[src/rtl/line_buf_ctrl_pkg.sv]
// Shared definitions for the line-buffer controller: FSM encoding, width helpers
// and default geometry.
package line_buf_ctrl_pkg;

    localparam int DEF_LINE_W  = 1280;
    localparam int DEF_ADDR_W  = 11;
    localparam int DEF_NUM_BUF = 3;
    localparam int DEF_ROWS    = 1024;

    typedef enum logic {
        FILL   = 1'b0,
        STREAM = 1'b1
    } lb_state_t;

    function automatic int clog2(input int v);
        int r;
        r = 0;
        while ((1 << r) < v) r++;
        return r;
    endfunction

    // Counter width for a modulus, never narrower than one bit.
    function automatic int cw(input int v);
        return (clog2(v) < 1) ? 1 : clog2(v);
    endfunction

endpackage

[src/rtl/lb_wrap_counter.sv]
// Modulo-MOD counter with synchronous clear and a wrap flag; clear and
// enable together yield the first step of a fresh count.
module lb_wrap_counter
    import line_buf_ctrl_pkg::*;
#(
    parameter  int MOD = 4,
    localparam int W   = cw(MOD)
) (
    input  logic         clk,
    input  logic         aclr_n,
    input  logic         clr,
    input  logic         en,
    output logic [W-1:0] count,
    output logic         wrap
);

    logic [W-1:0] base;

    always_comb begin
        base = clr ? '0 : count;
        wrap = en && (base == W'(MOD - 1));
    end

    always_ff @(posedge clk) begin
        if (!aclr_n)
            count <= '0;
        else if (en)
            count <= wrap ? '0 : base + 1'b1;
        else
            count <= base;
    end

endmodule

[src/rtl/line_buf_ctrl.sv]
// Rotating line-buffer controller: writes each line into one RAM of a ring
// while reading the other NUM_BUF-1 once enough lines of the frame are stored.
module line_buf_ctrl
    import line_buf_ctrl_pkg::*;
#(
    parameter  int LINE_W  = DEF_LINE_W,
    parameter  int ADDR_W  = DEF_ADDR_W,
    parameter  int NUM_BUF = DEF_NUM_BUF,
    parameter  int ROWS    = DEF_ROWS,
    localparam int SEL_W   = cw(NUM_BUF)
) (
    input  logic               clk,
    input  logic               aclr_n,
    input  logic               data_valid,
    input  logic               sof,
    output logic [NUM_BUF-1:0] wr_en,
    output logic [ADDR_W-1:0]  wr_addr,
    output logic [NUM_BUF-1:0] rd_en,
    output logic [ADDR_W-1:0]  rd_addr,
    output logic [SEL_W-1:0]   wr_sel,
    output logic [SEL_W-1:0]   old_sel,
    output logic               rd_valid,
    output logic               row_end,
    output logic               frame_end
);

    localparam int CW = cw(LINE_W);
    localparam int RW = cw(ROWS);
    // A frame shorter than the fill depth never reaches STREAM.
    localparam bit FILL_OK = (NUM_BUF - 2) < ROWS;

    logic [CW-1:0]      col;
    logic [RW-1:0]      row;
    logic               col_wrap, row_wrap, sel_wrap;
    logic [NUM_BUF-1:0] sel_oh;
    lb_state_t          state, state_d;

    lb_wrap_counter #(.MOD(LINE_W)) u_col (
        .clk(clk), .aclr_n(aclr_n), .clr(sof), .en(data_valid),
        .count(col), .wrap(col_wrap)
    );

    lb_wrap_counter #(.MOD(ROWS)) u_row (
        .clk(clk), .aclr_n(aclr_n), .clr(sof), .en(col_wrap),
        .count(row), .wrap(row_wrap)
    );

    lb_wrap_counter #(.MOD(NUM_BUF)) u_sel (
        .clk(clk), .aclr_n(aclr_n), .clr(1'b0), .en(col_wrap),
        .count(wr_sel), .wrap(sel_wrap)
    );

    assign sel_oh   = NUM_BUF'(1) << wr_sel;
    assign rd_valid = (state == STREAM);

    // Within FILL the row counter doubles as the completed-line fill count.
    always_comb begin
        state_d = state;
        if (sof || row_wrap)
            state_d = FILL;
        else if (state == FILL && col_wrap && FILL_OK && row == RW'(NUM_BUF - 2))
            state_d = STREAM;
    end

    always_ff @(posedge clk) begin
        if (!aclr_n) begin
            state     <= FILL;
            wr_en     <= '0;
            rd_en     <= '0;
            wr_addr   <= '0;
            rd_addr   <= '0;
            old_sel   <= SEL_W'(1 % NUM_BUF);
            row_end   <= 1'b0;
            frame_end <= 1'b0;
        end else begin
            state     <= state_d;
            wr_en     <= data_valid ? sel_oh : '0;
            rd_en     <= (data_valid && !sof && state == STREAM) ? ~sel_oh : '0;
            row_end   <= col_wrap;
            frame_end <= row_wrap;
            if (data_valid) begin
                wr_addr <= sof ? '0 : ADDR_W'(col);
                rd_addr <= sof ? '0 : ADDR_W'(col);
            end
            if (col_wrap)
                old_sel <= sel_wrap ? '0 : wr_sel + 1'b1;
        end
    end

endmodule

[config.mk]
export PLATFORM = sky130hd
export DESIGN_NAME = line_buf_ctrl
export DESIGN_NICKNAME = d
export VERILOG_FILES = /design/src/rtl/line_buf_ctrl_pkg.sv /design/src/rtl/lb_wrap_counter.sv /design/src/rtl/line_buf_ctrl.sv
export SDC_FILE = /design/constraint.sdc
export NUM_CORES = 1
export LEC_CHECK = 0
export ABC_AREA = 1
export BUFFER_PORTS_ARGS = -buffer_cell sky130_fd_sc_hd__buf_2
export CORE_UTILIZATION = 56
export CTS_CLUSTER_DIAMETER = 120
export DETAILED_ROUTE_END_ITERATION = 7
export GPL_TIMING_DRIVEN = 0
export PLACE_DENSITY = 0.8
export SLEW_MARGIN = 20
export SYNTH_ARGS = -nofsm -noshare
export SYNTH_HDL_FRONTEND = slang
export SYNTH_HIERARCHICAL = 1
export SYNTH_SLANG_ARGS = --single-unit
[constraint.sdc]
create_clock -name clk -period 2.3 [get_ports clk]
set_input_delay 0.115 -clock clk [delete_from_list [all_inputs] [get_ports clk]]
set_output_delay 0.115 -clock clk [all_outputs]
set_load 0.03 [all_outputs]
==> out/metrics.yaml <==
drt_iter0_markers: 124
antenna_found_initial: 0
ant_nets: 0
r2r-end: "rd_valid"
crit_fanout: 6
drv_slew: 0
fin_nets: 365
syn_to_final_growth_pct: 17.6
ys_warn_count: 6
grt_usage_pct: 22.3
grt_overflow: 0
layout_commonest_cell: "nand2_1"
rows: 23
skew_ps: 6.70
power_frac_clock_pct: 42.3
p_int_uw: 1150
period_share_pct: 93.7
power.density_nw_per_um2: 533
cp.required_ps: 2500
cts_root_buf: "clkbuf_8"
crit_chain: "nand2_1, inv_1, ha_1, nand2_1, inv_2, nand3_4, nor2_4, nand3_4, clkinvlp_4, nand2_1, nor2_4, nand4_4, inv_1, nor2_1, nand2_1, a21oi_1"
wl_per_cell_um: 11.4
fin_cells: 407
clk_pin_slew_ps: 80
grt_pass1_wl_um: 7580
place_congestion: 0.778
power_leakage_uw: 0.00126
ys_types: 35
whs_path_depth: 3
die_w_um: 66.7
critPathArrivalTime_ps: 2350
syn_avg_cell_area_um2: 7.65
synth-edff-count: 0
die-area_um2: 4450
drt-total-wl_um: 4660
viasPerCell: 4.95
drv_cap: 0
critPathKind: "reg -> reg"
fin_crit_ps: 2160
worstHoldStart: "data_valid"
cts_buffer_depth: 2
coreArea_um2: 4000
grt_pass1_vias: 1801
postCtsHoldBufs: 0
final_cell_mix: "67 x nand2_1, 43 x dfxtp_1, 38 x buf_2"
cpPeakStageDelay_ps: 350
startpoint_type: "flip-flop"
max_freq_ghz: 0.464
switching_share_pct: 21.6
htree_num_levels: 2
die_h_um: 66.7
start_util_pct: 58.7
r2r_start: "u_col/count[0]"
worst_path_most_repeated_cell: "nand2_1"
ys_ff_latch: 45
insertion_delay_ps: 300
mappedNetlistNets: 316
reg2reg_depth: 16
hold_viol: 0
end_kind: "flip-flop"
cts_buffers: 5
drtPass1Iterations: 4
vdd_drop_max_v: 0.000289
yosysSeqAreaShare_pct: 38.4
ys.flop_type: "dfxtp_1"
cts_tree: "built"
combinationalPowerShare_pct: 4.4
num_antenna_cells: 0
p_sw_uw: 318
port_buffers: 38
setup_viol: 0
syn_inst: 307
holdCritPathClass: "in -> reg"
regToRegSetupSlack_ps: 140
rsz0062_at_grt: "false"
pin_count: 39
grt_max_degree: 19
finalSetupTns_ps: 0
seqPwrFrac_pct: 53.3
worstHoldEndpoint: "u_col/count[1]"
drive_above_1_share_pct: 33.3
status: "finished, final reports clean"
ys_async_sr_fraction_pct: 0
dp_hpwl_um: 3310
synth.cell_area_um2: 2350
dp.cells: 395
vias: 2016
drc: 0
cts_num_sinks: 45
critPathSlowestCell: "dfxtp_2"
[per-layer routing]
layer	routed length, um	GRT usage, %	up-vias	share of wire, %
met3	219	5.31	8	4.7
met4	60	6.91	0	1.3
met1	2140	26.4	915	46
li1	-	-	1047	-
met5	0	0	-	0
met2	2240	39.3	46	48
[final cells by class]
cell class | count | area [um2]
Fill cell | 326 | 1240
Multi-Input combinational cell | 205 | 1190
Sequential cell | 45 | 903
Timing Repair Buffer | 41 | 213
Inverter | 43 | 170
Buffer | 14 | 101
Clock buffer | 7 | 86.3
Tap cell | 50 | 62.6
Clock inverter | 1 | 30.0
Timing Repair inverter | 1 | 5.00
[registers in the layout (all words and copies together), names as in the netlist, 2 cells and up]
signal,cells
old_sel,2
rd_addr,11
rd_en,3
u_col/count,11
u_row/count,10
u_sel/count,2
wr_en,3
[critical path: cells and delay by family, from the launching register on]
kind            cells  cell delay (ps)
simple gates       10             1120
buf+inv             4              420
compound gates      1               40
fa+ha+maj           1              130
flops               1              350
[cells by family after synthesis]
logic type,share of synthesized area (%)
compound gates,8.00
xor+xnor,1.87
fa+ha+maj,2.67
buf+inv,11.4
flops,38.4
other cells,0.160
simple gates,37.5
[power groups by stage]
| stage | Combinational, uW | Sequential (uW) | Clock, uW |
|---|---|---|---|
| 4_1_cts | 64.4 | 784 | 634 |
| 2_1_floorplan | 36.8 | 805 | 0 |
| 6_report | 64.8 | 784 | 622 |
| 3_5_place_dp | 63.3 | 802 | 0 |
| 5_1_grt | 70.8 | 785 | 660 |
| 3_3_place_gp | 62.9 | 802 | 0 |
[synthesized netlist by cell type, types with 2 or more instances]
library cell  instances  area share, %
inv_2                 5           0.80
clkbuf_1              2           0.32
nand4_1               4            1.1
a21oi_2               5            1.9
nand2_1              67             11
nor2_4                7            3.4
nand2_4               6            2.9
nor3_2                3            1.3
nand2_2               8            2.1
xnor2_1               2           0.75
ha_1                  5            2.7
nand3_1               9            1.9
o21ai_0               5            1.1
dfxtp_1              45             38
nor2_2                7            1.9
buf_4                11            3.5
inv_4                 2           0.53
inv_1                36            5.8
xor2_1                3            1.1
nor2_1               36            5.8
nand3_2               5            2.1
nor3_1                4           0.85
a21oi_1              18            3.8
[worst max path at each step]
stage                        start        endpoint  slack (ps)  depth (start not counted)
floorplan           u_col/count[1]        rd_valid         280                         16
global placement               sof        rd_valid        -150                         18
detailed placement             sof        rd_valid        -210                         18
CTS                 u_col/count[1]        rd_valid          30                         16
global route        u_col/count[0]  u_row/count[9]          20                         16
finish              u_col/count[0]        rd_valid         140                         16
[timing repair]
action | CTS | global route
cloned | 0 | 1
setup endpoints to repair | 5 | 9
endpoints found under the hold margin | 0 | 0
resized for setup | 1 | 5
setup buffers | 0 | 3
pin swaps | 0 | 1
[per-stage QoR]
step           total power [uW]  setup slack, ps  util [%]  instance area, um2  hold slack, ps
3_5_place_dp                865             -208      65.0                2600             457
5_1_grt                    1520             15.8      69.0                2760             181
4_1_cts                    1480             32.1      68.0                2720             152
2_1_floorplan               842              280         -                2350             184
3_3_place_gp                865             -154      65.0                2600             453
6_report                   1470              145      69.0                2760             164
(Power assumes the default switching activity.)
